File: config.mk
export PLATFORM = sky130hd
export DESIGN_NAME = mod_instr_fetch
export DESIGN_NICKNAME = d
export VERILOG_FILES = /design/src/rtl/mod_instr_fetch.sv
export SDC_FILE = /design/constraint.sdc
export NUM_CORES = 1
export LEC_CHECK = 0
export ABC_AREA = 0
export CAP_MARGIN = 20
export CORE_MARGIN = 4
export CORE_UTILIZATION = 35
export CTS_BUF_LIST = sky130_fd_sc_hd__clkbuf_8
export DETAILED_ROUTE_END_ITERATION = 8
export GPL_ROUTABILITY_DRIVEN = 0
export GPL_TIMING_DRIVEN = 0
export PLACE_DENSITY = 0.65
export SLEW_MARGIN = 15
export SYNTH_ARGS = -nofsm -noshare
export SYNTH_HDL_FRONTEND = slang
export SYNTH_SLANG_ARGS = --single-unit
File: constraint.sdc
create_clock -name clk -period 3.6 [get_ports clk]
set_input_delay 0.36 -clock clk [delete_from_list [all_inputs] [get_ports clk]]
set_output_delay 0.36 -clock clk [all_outputs]
set_load 0.02 [all_outputs]
File: src/rtl/mod_instr_fetch.sv
// Instruction fetch stage: one-entry buffer in front of a wait-stated req/ack memory.
// Optional IFETCH_STALL_CNT_EN adds a saturating stall_count output.
module mod_instr_fetch #(
    parameter int unsigned TIMEOUT_CYCLES = 255,
    parameter logic [31:0] NOP_WORD       = 32'h0000_0000
) (
    input  logic        clk,
    input  logic        reset,
    input  logic [31:0] pc,
    output logic [31:0] instruction,
    output logic        hold,
    output logic        imem_req,
    output logic [31:0] imem_addr,
    input  logic        imem_ack,
    input  logic [31:0] imem_rdata,
    input  logic        imem_err,
    output logic        fetch_fault
`ifdef IFETCH_STALL_CNT_EN
    ,
    output logic [31:0] stall_count
`endif
);

    localparam int CW = $clog2(TIMEOUT_CYCLES + 1);
    localparam logic [CW-1:0] TMO_LAST = CW'(TIMEOUT_CYCLES - 1);

    typedef enum logic [1:0] {IDLE, WAIT, FAULT} state_t;

    state_t        state, state_nxt;
    logic          rg_valid;
    logic [31:0]   rg_tag;
    logic [31:0]   rg_instr;
    logic [CW-1:0] tmo_cnt;
    logic          hit;
    logic          tmo_hit;

    assign hit     = (state == IDLE) && rg_valid && (rg_tag == pc);
    assign tmo_hit = (tmo_cnt == TMO_LAST);

    always_ff @(posedge clk or posedge reset) begin
        if (reset) state <= IDLE;
        else       state <= state_nxt;
    end

    always_comb begin
        state_nxt = state;
        case (state)
            IDLE: begin
                if (!hit) state_nxt = (pc[1:0] != 2'b00) ? FAULT : WAIT;
            end
            WAIT: begin
                // ack takes priority over an expiring timeout in the same cycle
                if (imem_ack)     state_nxt = imem_err ? FAULT : IDLE;
                else if (tmo_hit) state_nxt = FAULT;
            end
            FAULT:   state_nxt = FAULT;
            default: state_nxt = IDLE;
        endcase
    end

    always_comb begin
        hold        = !hit;
        instruction = hit ? rg_instr : NOP_WORD;
        fetch_fault = (state == FAULT);
    end

    always_ff @(posedge clk or posedge reset) begin
        if (reset) begin
            rg_valid  <= 1'b0;
            rg_tag    <= '0;
            rg_instr  <= '0;
            imem_req  <= 1'b0;
            imem_addr <= '0;
            tmo_cnt   <= '0;
        end else begin
            case (state)
                IDLE: begin
                    if (!hit && pc[1:0] == 2'b00) begin
                        imem_addr <= pc;
                        imem_req  <= 1'b1;
                        tmo_cnt   <= '0;
                    end
                end
                WAIT: begin
                    if (imem_ack) begin
                        imem_req <= 1'b0;
                        if (imem_err) begin
                            rg_valid <= 1'b0;
                        end else begin
                            rg_valid <= 1'b1;
                            rg_tag   <= imem_addr;
                            rg_instr <= imem_rdata;
                        end
                    end else begin
                        tmo_cnt <= tmo_cnt + CW'(1);
                        if (tmo_hit) imem_req <= 1'b0;
                    end
                end
                default: ;
            endcase
        end
    end

`ifdef IFETCH_STALL_CNT_EN
    always_ff @(posedge clk or posedge reset) begin
        if (reset)                          stall_count <= '0;
        else if (hold && stall_count != '1) stall_count <= stall_count + 32'd1;
    end
`endif

endmodule

Word-level counts from Yosys, hierarchy flattened

Cells that the tools add are included.
W data, S select, Z words.

Add/sub/neg operators: 1
Multipliers: 0
Div/mod/pow operators: 0
$lt $le $gt $ge: 0
Equal/unequal tests: 8
Shifts and indexed selects: 0
Muxes and demuxes: 15
Bitwise gates (word level): 1
Reductions and logical operators: 14

Operator list:

| kind                  | number |
|---|---|
| $eq A32 B32 Y1        | 1 |
| $mux W32              | 1 |
| $mux W8               | 2 |
| $pmux W8 S2           | 1 |
| $mux W2               | 5 |
| $reduce_and A3 Y1     | 3 |
| $add A8 B1 Y8 const B | 1 |
| $eq A8 B8 Y1 const B  | 1 |
| $pmux W2 S3           | 1 |
| $reduce_and A2 Y1     | 3 |
| $logic_not A2 Y1      | 2 |
| $mux W1               | 4 |
| $ne A2 B2 Y1 const B  | 2 |
| $reduce_bool A2 Y1    | 2 |
| $logic_and A1 B1 Y1   | 3 |
| $ne A3 B3 Y1 const B  | 1 |
| $eq A2 B1 Y1 const B  | 1 |
| $eq A2 B2 Y1 const B  | 1 |
| $ne A2 B1 Y1 const B  | 1 |
| $pmux W1 S2           | 1 |
| $logic_not A1 Y1      | 1 |
| $not A1 Y1            | 1 |

Flip-flop bits (word level): 108
Bits in latches: 0
Bits in writable memories: 0
Memory bits (read-only): 0
Bits of input ports: 68
Output and inout port bits: 67
Memories: 0

Depth between registers and ports, before layout

Depth in word-level cells: 7
Gate-level depth with buffers: 7
Depth with buffers taken out: 7

Worst setup path before layout

OpenSTA, ideal clock, no wires.

Path kind: reg2out
From: reg rg_tag[7]
To: out instruction[23]
Arrival time: 1.841 ns
Required time: 3.240 ns
Path slack: 1.399 ns
Cell stages (with the launch flop): 7
Buffers on the path: 1
Path through: dfrtp_1 -> xor2_1 -> nor4_1 -> nand2_1 -> nor4_4 -> clkbuf_1 -> and2_1

Word-level cells in the longest chain between the ends: 3

Ends and longest elaborated chain:

| item                   | RTL line | text |
|---|---|---|
| start, declared        | 31       | `logic [31:0] rg_tag;` |
| start signal, assigned | 91       | `rg_tag <= imem_addr;` |
| $eq A32 B32 Y1         | 37       | `assign hit = (state == IDLE) && rg_valid && (rg_tag == pc);` |
| $logic_and A1 B1 Y1    | 37       |  |
| $mux W32               | 63       | `instruction = hit ? rg_instr : NOP_WORD;` |
| end, declared          | 10       | `output logic [31:0] instruction,` |

Every way passes these cells.

Worst setup path in the final report

From: in pc[26]
To: out instruction[0]

Word-level cells in the longest chain between the ends: 3

Ends and longest elaborated chain:

| item                | RTL line | text |
|---|---|---|
| start, declared     | 9        | `input logic [31:0] pc,` |
| $eq A32 B32 Y1      | 37       |  |
| $logic_and A1 B1 Y1 | 37       |  |
| $mux W32            | 63       |  |

Every way passes these cells.

==> summary.md <==
The run finished with clean final reports. Die area: 0.01589 sq mm. The run gives 3.071 nW as the leakage power of the design. The nature of the critical path endpoint is an output pin. Clock tree synthesis inserted a total of 9 buffers. In this run the vertical extent of the chip is 126.1 microns.

The smallest clock period supported by the final layout is computed as 3.378 ns. After layout, the design draws a total of 2.595 mW. The tools report the wire length after detailed routing as 11,480 microns. When the netlist entered floorplanning its net count stood at 425. The transition time of the tightest slew-check pin was 0.7151 ns; the worst setup slack for register-to-register paths was 1.07 ns. Initial antenna violation count: 0. The worst reg-to-reg path cell count is 9.

In the final routed layout, each cell accounts on average for 16.81 microns. The number of max-capacitance violations reported is 0, and the number of top-level pins is 135. The summed negative setup slack over all endpoints is 0 ns, and the per-cell via count in the routed design is 4.704. Cells with a size suffix above 1 make up 25.64% of the layout.

Cell taking the most area after synthesis: dfrtp_1. Setup repair after global routing left no endpoint under its margin. The number of max-slew violations in the final report is 0. Clock latency on the worst-skew pair, taken at its later pin, is 0.38 ns. In the routed design, unresolved DRC markers number 0.

The clock skew was 0.009437 ns; the number of sinks driven by the clock tree was 108. The clock transition at the registers of the reported paths is 0.09 ns. The total standard cell area after synthesis is 0.004880 sq mm, and the number of rows created at floorplan is 42. The signal arrival time at the worst endpoint came out at 3.02 ns. TritonCTS built the clock tree.

Derived from the worst setup path, the maximum achievable clock frequency is 296.1 MHz. The post-detailed-placement cell area is 0.006474 sq mm, and the count of antenna-violating nets left after detailed routing is 0. The initial utilization of the core area, before any placement, comes to 36.27%. Number of global-route vias before repair: 3,451.

Power spread over the standard cell area amounts to 388.0 mW/mm^2. For this run, the post-layout net count is 572. The die width is 126.1 microns, and the number of search-and-repair iterations in the first detailed-routing pass is 4.

Port buffering added 134 buffers. The finished cells cover 0.006689 sq mm. The logs give 3.24 ns for the required time at the worst-slack endpoint and 355 for the gate count after technology mapping. Summed over all nets, the half-perimeter wirelength after detailed placement is 8243 microns.

The final hold violation count was 0. The floorplan step defined a core boundary enclosing 0.01345 sq mm. The run gives 14.70% as the global-route usage over all layers. The total instance count after detailed placement is 666, and the remaining global-route overflow is 0.

Timing analysis after detailed placement gives a worst setup slack of -0.3138 ns. The post-route fraction of the period consumed by the critical path works out to 93.82%. The tools report the endpoint of the worst-slack reg-to-reg timing path as imem_addr[3]. The logs give 34 for the count of unique library cells instantiated by Yosys and 68 for the maximum number of pins on one net before global-route repair. In this run the mean area of a mapped cell was 13.75 sq um. The via count of the routed design is 3,213, and the final instance count without filler cells is 683. The number of levels the H-tree was split into came out at 3.

The tools report the met1 usage in global routing as 18.27%. The run gives 0 as the number of buffers inserted for hold repair after clock tree synthesis. By startpoint and endpoint, the worst setup path is classified as input port to output pin. The met2 capacity usage during global routing is 23.19%.

After global routing, the most crowded layer is met2. The launching point of the worst reg2reg path is rg_tag[9]. Yosys attributes the largest share of cell area to dfrtp_1 (55%), mux2_2 (15%), mux2_4 (9.2%). The final cell utilization of the core was 49.72%; the worst-case headroom to the max-slew limit was 52.33%. The area share of the leading cell type in the synthesized netlist was 55.38%. Clock tree root buffer cell: clkbuf_8.

Relative area change from synthesis to final layout: 37.08%. The largest buffer count on any clock path is 2. Critical path launch point type: an input port. The warning count from the yosys run is 0, and the flip-flop and latch count after synthesis is 108.

Summing the sequential cell areas from Yosys gives 55.38% of the chip area. The count of routing violations after the opening detailed-route iteration is 140. Worst hold path class: input port to asynchronous set/reset pin.

After layout, the worst setup slack is 0.2223 ns. The highest fanout seen on the critical path is 13, and the number of endpoints failing setup at the final stage is 0. The worst IR drop on VDD came out at 0.3231 mV. The first global-routing pass estimated 18,500 microns of wire.

On the final layout, the worst hold slack is 0.3723 ns. The met3 capacity usage during global routing was 7.155%; the antenna diode count was 0.
==> worst max path at each step <==
stage | to | start | slack [ns]
floorplan | imem_addr[0] | reset | 0.39
CTS | instruction[0] | pc[14] | 0.12
global route | instruction[0] | rg_tag[17] | 0.06
detailed placement | instruction[29] | pc[28] | -0.31
global placement | imem_addr[24] | reset | -1.23
finish | instruction[0] | pc[26] | 0.22
==> worst max-delay path, stage by stage <==
cell and delay (ns):
clkdlybuf4s50_1 0.44, xor2_1 0.19, nor4_2 0.32, nand4_1 0.20
nor4_4 0.37, buf_4 0.24, buf_4 0.16, and2_1 0.14
clkdlybuf4s50_1 0.60
==> final cells by class <==
class	instances	area [sq um]
clock buffers	11	151.4
repair buffers	138	1391
inverters	5	23.77
flip-flops and latches	108	2703
plain buffers	13	80.08
clock inverters	5	28.78
well taps	176	220.2
multi-input cells	227	2091
fillers	1248	6764
==> cell families (layout without fill, tap and decap cells) <==
logic type	Yosys count	count (layout)	synth area share, %
flip-flops	108	108	55.38
multiplexers	95	95	24.21
AND/OR/NAND/NOR	84	84	10.18
XOR/XNOR	33	33	5.923
buffers and inverters	20	172	2.154
AO/OA/AOI/OAI	13	13	1.641
adder cells (fa/ha/maj)	2	2	0.5127
==> registers in the layout, summed over array words and instances, names as in the netlist <==
name / flops
imem_addr: 32
rg_tag: 32
rg_instr: 32
state: 2
imem_req: 1
rg_valid: 1
tmo_cnt: 8
==> power breakdown <==
part | internal (mW) | total (mW) | leakage [nW] | switching [mW]
clock network | 0.285 | 0.697 | 0.0979 | 0.412
registers | 1.32 | 1.40 | 1.44 | 0.0791
logic | 0.300 | 0.500 | 1.54 | 0.200
==> cells in the final DEF, fill, tap and decap left out, types with 3 or more instances in the layout <==
cell type / count
and2_1: 32
buf_2: 6
buf_4: 3
buf_6: 3
clkbuf_1: 3
clkbuf_8: 11
clkdlybuf4s50_1: 134
dfrtp_1: 108
inv_1: 6
mux2_2: 64
mux2_4: 30
nand2_1: 8
nand3_1: 5
nor2_1: 11
nor2b_1: 4
nor3_1: 5
nor4_1: 5
o21ai_0: 5
xnor2_1: 4
xor2_1: 29
==> what timing repair did <==
item	in CTS	in global routing
setup buffers	3	0
gates resized for setup	2	2
pin swaps	1	0
setup endpoints to repair	29	1
==> synth_stat cells (all sizes together) <==
cell / instances
ha: 2
a21o: 2
nand2: 8
or3: 1
and2: 32
nand4: 2
nor4: 8
o21ai: 5
nand4b: 1
nor3: 6
buf: 9
or2: 2
nor2b: 4
a21oi: 1
dfrtp: 108
o211ai: 1
xor2: 29
mux2: 94
inv: 5
or4: 1
nand3: 5
nor4b: 1
mux2i: 1
clkbuf: 6
a31oi: 2
a22oi: 1
nor2: 11
o31ai: 1
xnor2: 4
nand2b: 2
==> routing by layer <==
| layer | part of all wire, % | vias to the layer above |
|---|---|---|
| met1 | 43 | 1587 |
| met3 | 9.0 | 13 |
| met2 | 47 | 101 |
| li1 | - | 1512 |
| met5 | 0 | - |
| met4 | 1.2 | 0 |
Note: power is estimated with default switching activity, not from simulation.
